[src/rtl/conv_pkg.sv]
// Shared types and helpers for the streaming ternary convolution.
// Weight code: bit0 = nonzero, bit1 = negate.
package conv_pkg;

    typedef logic [1:0] kw_t;

    localparam kw_t KW_ZERO = 2'b00;
    localparam kw_t KW_POS  = 2'b01;
    localparam kw_t KW_NEG  = 2'b11;

    // Widest accumulator the clamp helper can take; callers sign-extend into it.
    localparam int SAT_MAXW = 128;

    // Clamp a signed value to the signed range of an out_w-bit result.
    function automatic logic signed [SAT_MAXW-1:0] sat_clamp(
        input logic signed [SAT_MAXW-1:0] v,
        input logic        [6:0]          out_w
    );
        logic signed [SAT_MAXW-1:0] hi;
        logic signed [SAT_MAXW-1:0] lo;
        hi = '0;
        hi[out_w - 7'd1] = 1'b1;
        hi = hi - SAT_MAXW'(1);
        lo = ~hi;
        if (v > hi) begin
            sat_clamp = hi;
        end else if (v < lo) begin
            sat_clamp = lo;
        end else begin
            sat_clamp = v;
        end
    endfunction

endpackage

[src/rtl/ternary_tap_sum.sv]
// Combinational ternary dot product: each sample is added, subtracted or
// skipped according to its 2-bit weight, summed at full accumulator width.
module ternary_tap_sum
    import conv_pkg::*;
#(
    parameter int DATA_W = 32,
    parameter int TAPS   = 16,
    parameter int ACC_W  = DATA_W + $clog2(TAPS)
) (
    input  logic        [TAPS-1:0][DATA_W-1:0] i_samples,
    input  kw_t         [TAPS-1:0]             i_weights,
    output logic signed [ACC_W-1:0]            o_sum
);

    logic signed [ACC_W-1:0] w_term [TAPS];

    generate
        for (genvar gi = 0; gi < TAPS; gi++) begin : g_tap
            logic signed [ACC_W-1:0] w_ext;
            assign w_ext = ACC_W'($signed(i_samples[gi]));
            // Codes 00 and 10 both mean zero, so only the two live codes are matched.
            assign w_term[gi] = (i_weights[gi] == KW_POS) ? w_ext :
                                (i_weights[gi] == KW_NEG) ? -w_ext : '0;
        end
    endgenerate

    always_comb begin
        o_sum = '0;
        for (int i = 0; i < TAPS; i++) begin
            o_sum = o_sum + w_term[i];
        end
    end

endmodule

[src/rtl/ternary_conv_stream.sv]
// Streaming ternary convolution: sliding sample window, run-time kernel,
// valid/ready on both sides, flush and optional output saturation.
module ternary_conv_stream
    import conv_pkg::*;
#(
    parameter int DATA_W = 32,
    parameter int TAPS   = 16,
    parameter int ACC_W  = DATA_W + $clog2(TAPS),
    parameter bit SAT    = 1'b1
) (
    input  logic                       clk,
    input  logic                       rst,
    input  logic                       en,
    input  logic                       clear,
    input  logic                       k_wr_en,
    input  logic [$clog2(TAPS)-1:0]    k_wr_addr,
    input  logic [1:0]                 k_wr_data,
    input  logic                       in_valid,
    output logic                       in_ready,
    input  logic [DATA_W-1:0]          in_data,
    output logic                       out_valid,
    input  logic                       out_ready,
    output logic [DATA_W-1:0]          out_data,
    output logic [$clog2(TAPS+1)-1:0]  fill
);

    localparam int                FILL_W    = $clog2(TAPS+1);
    localparam logic [FILL_W-1:0] FILL_FULL = FILL_W'(TAPS);

    logic [DATA_W-1:0] r_win [TAPS];
    kw_t               r_kernel [TAPS];
    logic [FILL_W-1:0] r_fill;
    logic              r_out_valid;
    logic [DATA_W-1:0] r_out_data;

    logic [TAPS-1:0][DATA_W-1:0] w_win_next;
    kw_t  [TAPS-1:0]             w_kernel;
    logic                        w_accept;
    logic                        w_complete;
    logic [FILL_W-1:0]           w_fill_next;
    logic signed [ACC_W-1:0]     w_acc;
    logic [DATA_W-1:0]           w_result;

    // The result is taken from the window as it will look after this accept.
    generate
        for (genvar gi = 0; gi < TAPS; gi++) begin : g_win
            if (gi == 0) begin : g_head
                assign w_win_next[gi] = in_data;
            end else begin : g_body
                assign w_win_next[gi] = r_win[gi-1];
            end
            assign w_kernel[gi] = r_kernel[gi];
        end
    endgenerate

    assign in_ready    = en && !clear && !rst && (!r_out_valid || out_ready);
    assign w_accept    = in_valid && in_ready;
    assign w_fill_next = (r_fill == FILL_FULL) ? r_fill : r_fill + 1'b1;
    assign w_complete  = w_accept && (w_fill_next == FILL_FULL);

    ternary_tap_sum #(
        .DATA_W (DATA_W),
        .TAPS   (TAPS),
        .ACC_W  (ACC_W)
    ) u_tap_sum (
        .i_samples (w_win_next),
        .i_weights (w_kernel),
        .o_sum     (w_acc)
    );

    generate
        if (SAT) begin : g_sat
            assign w_result = DATA_W'(sat_clamp(SAT_MAXW'(w_acc), 7'(DATA_W)));
        end else begin : g_wrap
            assign w_result = w_acc[DATA_W-1:0];
        end
    endgenerate

    always_ff @(posedge clk) begin
        if (rst) begin
            for (int i = 0; i < TAPS; i++) begin
                r_win[i]    <= '0;
                r_kernel[i] <= KW_ZERO;
            end
            r_fill      <= '0;
            r_out_valid <= 1'b0;
            r_out_data  <= '0;
        end else begin
            // The tap sum above already saw the old weight this cycle.
            if (k_wr_en) begin
                r_kernel[k_wr_addr] <= k_wr_data;
            end
            if (clear) begin
                for (int i = 0; i < TAPS; i++) begin
                    r_win[i] <= '0;
                end
                r_fill      <= '0;
                r_out_valid <= 1'b0;
            end else begin
                if (w_accept) begin
                    for (int i = 0; i < TAPS; i++) begin
                        r_win[i] <= w_win_next[i];
                    end
                    r_fill <= w_fill_next;
                end
                if (w_complete) begin
                    r_out_valid <= 1'b1;
                    r_out_data  <= w_result;
                end else if (out_ready) begin
                    r_out_valid <= 1'b0;
                end
            end
        end
    end

    assign out_valid = r_out_valid;
    assign out_data  = r_out_data;
    assign fill      = r_fill;

endmodule

[config.mk]
export PLATFORM = sky130hd
export DESIGN_NAME = ternary_conv_stream
export DESIGN_NICKNAME = d
export VERILOG_FILES = /design/src/rtl/conv_pkg.sv /design/src/rtl/ternary_tap_sum.sv /design/src/rtl/ternary_conv_stream.sv
export SDC_FILE = /design/constraint.sdc
export NUM_CORES = 2
export LEC_CHECK = 0
export BUFFER_PORTS_ARGS = -buffer_cell sky130_fd_sc_hd__buf_4
export CAP_MARGIN = 20
export CORE_MARGIN = 1.5
export CORE_UTILIZATION = 50
export CTS_CLUSTER_SIZE = 20
export DETAILED_ROUTE_END_ITERATION = 16
export GPL_TIMING_DRIVEN = 0
export PLACE_DENSITY = 0.66
export SYNTH_ARGS = -nofsm -noshare
export SYNTH_HDL_FRONTEND = slang
export SYNTH_SLANG_ARGS = --single-unit
[constraint.sdc]
create_clock -name clk -period 20.9 [get_ports clk]
set_input_delay 3.135 -clock clk [delete_from_list [all_inputs] [get_ports clk]]
set_output_delay 3.135 -clock clk [all_outputs]
set_load 0.01 [all_outputs]
Word level (Yosys, flattened, before mapping)
Memory sizes are Yosys's and may differ from the RTL's. Index checks and enable logic that the tools add are counted.

Add/sub/neg operators: 32. $lt $le $gt $ge: 2. Eq/ne operators: 34. Multiplexer cells: 84. Bitwise operators: 33. Reductions and logical operators: 13.

Operator list (count): two-way mux 36 bit (32); two-way mux 32 bit (34); negator 36 bit (16); adder 36 bit (15); greater-than comparator 36 x 32 -> 1 bit, second input constant (1); < comparator 36 x 32 -> 1 bit, second input constant (1); == test 2 x 1 -> 1 bit, second input constant (16); == test 2 bit, second input constant (16); bitwise OR 1 bit (32); two-way mux 1 bit (15); == test 5 bit, second input constant (2); adder 5 x 1 -> 5 bit, second input constant (1); logical AND 1 bit (5); two-way mux 5 bit (1); two-way mux 4 bit (1); OR reduction 2 bit (2); logical NOT 1 bit (3); two-way mux 2 bit (1); AND reduction 2 bit (1); nonzero test 2 bit (1); logical OR 1 bit (1); inverter 1 bit (1).

Flip-flop bits (word level): 38. Memory bits (writable): 544. Bits of input ports: 45. Output and inout bits: 39. Logic and storage cells: 203. Memories: 2.

Memories: r_win (words 16, bits a word 32, rd ports 15, clocked after memory_dff 0, wr ports 16, RTL line ternary_conv_stream.sv:30) `logic [DATA_W-1:0] r_win [TAPS];`; r_kernel (words 16, bits a word 2, rd ports 16, clocked after memory_dff 0, wr ports 16, RTL line ternary_conv_stream.sv:31) `kw_t r_kernel [TAPS];`.

Depth between registers and ports, before layout
Word-level depth: 21. Mapped depth: 35. Mapped depth without buffers: 34.

Cells and area by module
From an unflattened synthesis, not the netlist that was laid out.

Cell total of the unflattened synthesis: 4707. Area, all modules: 47882.2 um^2.

By module, submodules not included: ternary_tap_sum (times used 1, cells an instance 3279, area an instance 26651.8 um^2, sequential area each 0.0 um^2); ternary_conv_stream (times used 1, cells an instance 1428, area an instance 21230.4 um^2, sequential area each 15815.2 um^2).

Worst setup path before layout
OpenSTA, ideal clock, no wires.

Path kind: input-to-reg. Start: in rst. End: mem r_win[3][4], in the netlist r_win[0][100] (enable). Library setup time: 1739 ps. Arrival: 8269 ps. Required time: 19161 ps. Slack: 10892 ps. Stages on the path: 9. Path buffers: 5. Cells stage by stage: buf_4 -> nor2_1 -> and3_1 -> clkbuf_1 -> nand2_1 -> clkbuf_1 -> clkbuf_1 -> clkbuf_1 -> nand2_1.

RTL lines: start: declaration (RTL line ternary_conv_stream.sv:12) `input logic rst,`; end: declaration (RTL line ternary_conv_stream.sv:30).

Worst setup path after layout
Start: in in_data[7]. End: reg r_out_data[30], in the netlist out_data[30].

Longest elaborated chain between the ends: 21. Elaborated cells on any way between the ends: 22. Those cells by class: add/sub (16); order compare (2); mux (4).

RTL lines: start: declaration (RTL line ternary_conv_stream.sv:20) `input logic [DATA_W-1:0] in_data,`; negator 36 bit (RTL line ternary_tap_sum.sv:23) `(i_weights[gi] == KW_NEG) ? -w_ext : '0;`; two-way mux 36 bit (RTL line ternary_tap_sum.sv:23); two-way mux 36 bit (*) (RTL line ternary_tap_sum.sv:22) `assign w_term[gi] = (i_weights[gi] == KW_POS) ? w_ext :`; adder 36 bit (*) (15 in series) (RTL line ternary_tap_sum.sv:30) `o_sum = o_sum + w_term[i];`; < comparator 36 x 32 -> 1 bit (RTL line conv_pkg.sv:27) `end else if (v < lo) begin`; two-way mux 32 bit (RTL line conv_pkg.sv:27); two-way mux 32 bit (*) (RTL line conv_pkg.sv:25) `if (v > hi) begin`; end signal: assignment (RTL line ternary_conv_stream.sv:108) `r_out_data <= w_result;`; end: declaration (RTL line ternary_conv_stream.sv:34) `logic [DATA_W-1:0] r_out_data;`.

Mark *: on every way between the ends. The rest lies on a longest branch, timed or not. A chain may end at the register's enable or synchronous reset.

==> results.toml <==
[outcome]
run_status = "complete, no violations"

[sta]
setup_slack_ps = 10100
fin_tns_setup_ps = 0
slew-limit-headroom = 0.246
slew_violations = 0
hold_violations = 0
worst_pin_slew_ps = 1130
grt_setup_unrepaired = "no"
skew_ps = 28.2
fin_crit_sh = 0.517
max_freq_ghz = 0.0926
min_period_ps = 10800
setup_viol = 0
hold_slack_ps = 492

[logic_synthesis]
yosys_warnings = 0
synth-main-ff-cell = "edfxtp_1"
syn_avg_cell_area_sq_um = 9.99
ys_ff_latch = 550
syn_area_sq_um = 48100
synthCells = 4815
synthArstFlopShare = 0
synth_nets = 5398
synth_edf_count = 480
ys_types = 89
yosysSeqAreaShare = 0.329

[route]
drt_pass1_iterations = 5
vias_per_cell = 5.91
vias = 37180
antenna_left = 0
wl_mm = 173
drc_errors = 0
first_iter_violations = 4280
wl_per_cell_microns = 27.5

[clock_tree]
insertion_delay_ps = 680
cts_root_buf = "clkbuf_16"
htreeDepth = 3
numCtsBuffers = 66
post_cts_buffers = 0
clk_pin_slew_ps = 60
cts.sinks = 550
tritoncts = "yes"
ctsHoldBuffers = 0
clk_path_buf_depth = 3
cts_resized = 0

[critical_path]
start_kind = "input port"
cp_slowest_stage_delay_ps = 640
worst_setup_path_end_kind = "flip-flop"
regToRegSetupSlack_ps = 10480
crit_slowest_cell = "xnor3_2"
worstPathRequired_ps = 21500
critPathMaxFanout = 10
arrival_ps = 11400
crit_type = "in -> reg"

[floorplanning]
row_count = 113
ios = 84
die_width_microns = 313
die_y_microns = 313
initial_core_util = 0.506
die_area_sq_um = 98100
design.core.area_sq_um = 95200

[placement]
routabilityCongestion = 1.07
hpwl_mm = 144
pre_cts_ws_ps = 9520
port_buffers = 81

[grt]
first_global_vias = 36496
grt_overflow_total = 0
antenna_found_initial = 2
grtUsageTotal = 0.356
grt_max_degree = 71
grt_pass1_wl_mm = 249

[layout]
areaGrowthSynthToFinish_pct = 9.35
layout_common_cells = "inv_1 (513), edfxtp_1 (480), fa_1 (479)"
nets = 5555
antenna_cells = 0
layout_commonest_cell = "inv_1"
drive_gt1_frac = 0.0647

[flow_run]
cap_violations = 0

[hold_path]
hold_path.class = "reg -> reg"
worst paths after layout:
kind	from	end	depth (start not counted)
worst max-delay path	in_data[7]	out_data[30]$_SDFFE_PP0P_	27
worst max register to register	r_win[0][34]$_SDFFCE_PN0P_	out_data[30]$_SDFFE_PP0P_	30
worst min register to register	out_data[10]$_SDFFE_PP0P_	out_data[10]$_SDFFE_PP0P_	2
worst min-delay path	out_data[10]$_SDFFE_PP0P_	out_data[10]$_SDFFE_PP0P_	2
synthesized netlist by cell type (all sizes together) (5+ instances only):
master  count  share of area
nand4       9         0.0012
nand3b      6        0.00094
nand2b     49         0.0064
mux2i       6         0.0012
o21a       14         0.0022
and3      427          0.056
inv       513          0.040
a21o       18         0.0028
a21boi     13         0.0020
ha         59          0.015
nand2     443          0.035
and2      340          0.044
o41ai      60          0.011
xnor3       6         0.0029
nor4       35         0.0046
buf        12         0.0019
nor2b      38         0.0049
o311a       5         0.0013
or2        59         0.0077
nor3       70         0.0099
clkbuf    234          0.019
or3        95          0.013
o311ai      6         0.0016
nor3b       8         0.0012
or4        60         0.0098
xnor2     478          0.087
edfxtp    480           0.30
nand3      57         0.0059
dfxtp      70          0.029
fa        479           0.20
a21oi      64         0.0078
xor2       57          0.010
o31ai     139          0.022
o21ai     203          0.021
nor2      135          0.011
o211ai      6         0.0010
or3b        5        0.00091
a31oi       7        0.00091
sequential cells by signal, summed over array words and instances, names as in the netlist:
name       flops
fill           5
out_data      32
out_valid      1
r_kernel      32
r_win        480
cell type report:
cell class	instances	area, sq um
tap	1265	1580
fill	8630	42500
clock inverter	34	359
buffer	249	1030
clock buffer	87	1750
multi-input combinational	3503	29400
inverter	513	1930
timing repair buffer	89	776
sequential	550	15800
layer usage:
layer,GRT usage,part of all wire,vias to the layer above
met1,0.461,0.39,18384
met5,0,0.000064,-
met3,0.0613,0.083,427
met2,0.557,0.45,1816
li1,-,-,16551
met4,0.222,0.076,2
stage by stage:
stage | utilization | instance area [sq um] | instances
2_1_floorplan | - | 48100 | 4815
3_3_place_gp | 0.529 | 50300 | 6161
3_5_place_dp | 0.531 | 50500 | 6169
4_1_cts | 0.553 | 52600 | 6290
5_1_grt | 0.553 | 52600 | 6290
6_report | 0.553 | 52600 | 6290
critical path, delay by kind of cell:
| kind | cells | cell delay [ps] |
|---|---|---|
| compound gates | 7 | 1990 |
| buf+inv | 5 | 550 |
| xor+xnor | 1 | 640 |
| simple gates | 10 | 3300 |
| fa+ha+maj | 4 | 1790 |
kinds of logic (layout without fill, tap and decap cells):
logic type,count (synthesis),count (layout),share of synthesized area
AOI/OAI and AO/OA,565,565,0.0791
xor gates and xnor gates,542,542,0.101
adders and majority gates,538,538,0.215
buffers and inverters,762,972,0.0614
DFF,550,550,0.329
muxes,6,6,0.00125
and+or+nand+nor,1852,1852,0.214
Power is not shown: default switching activity piles up to over one toggle a cycle in this logic, so the estimate is an artifact.
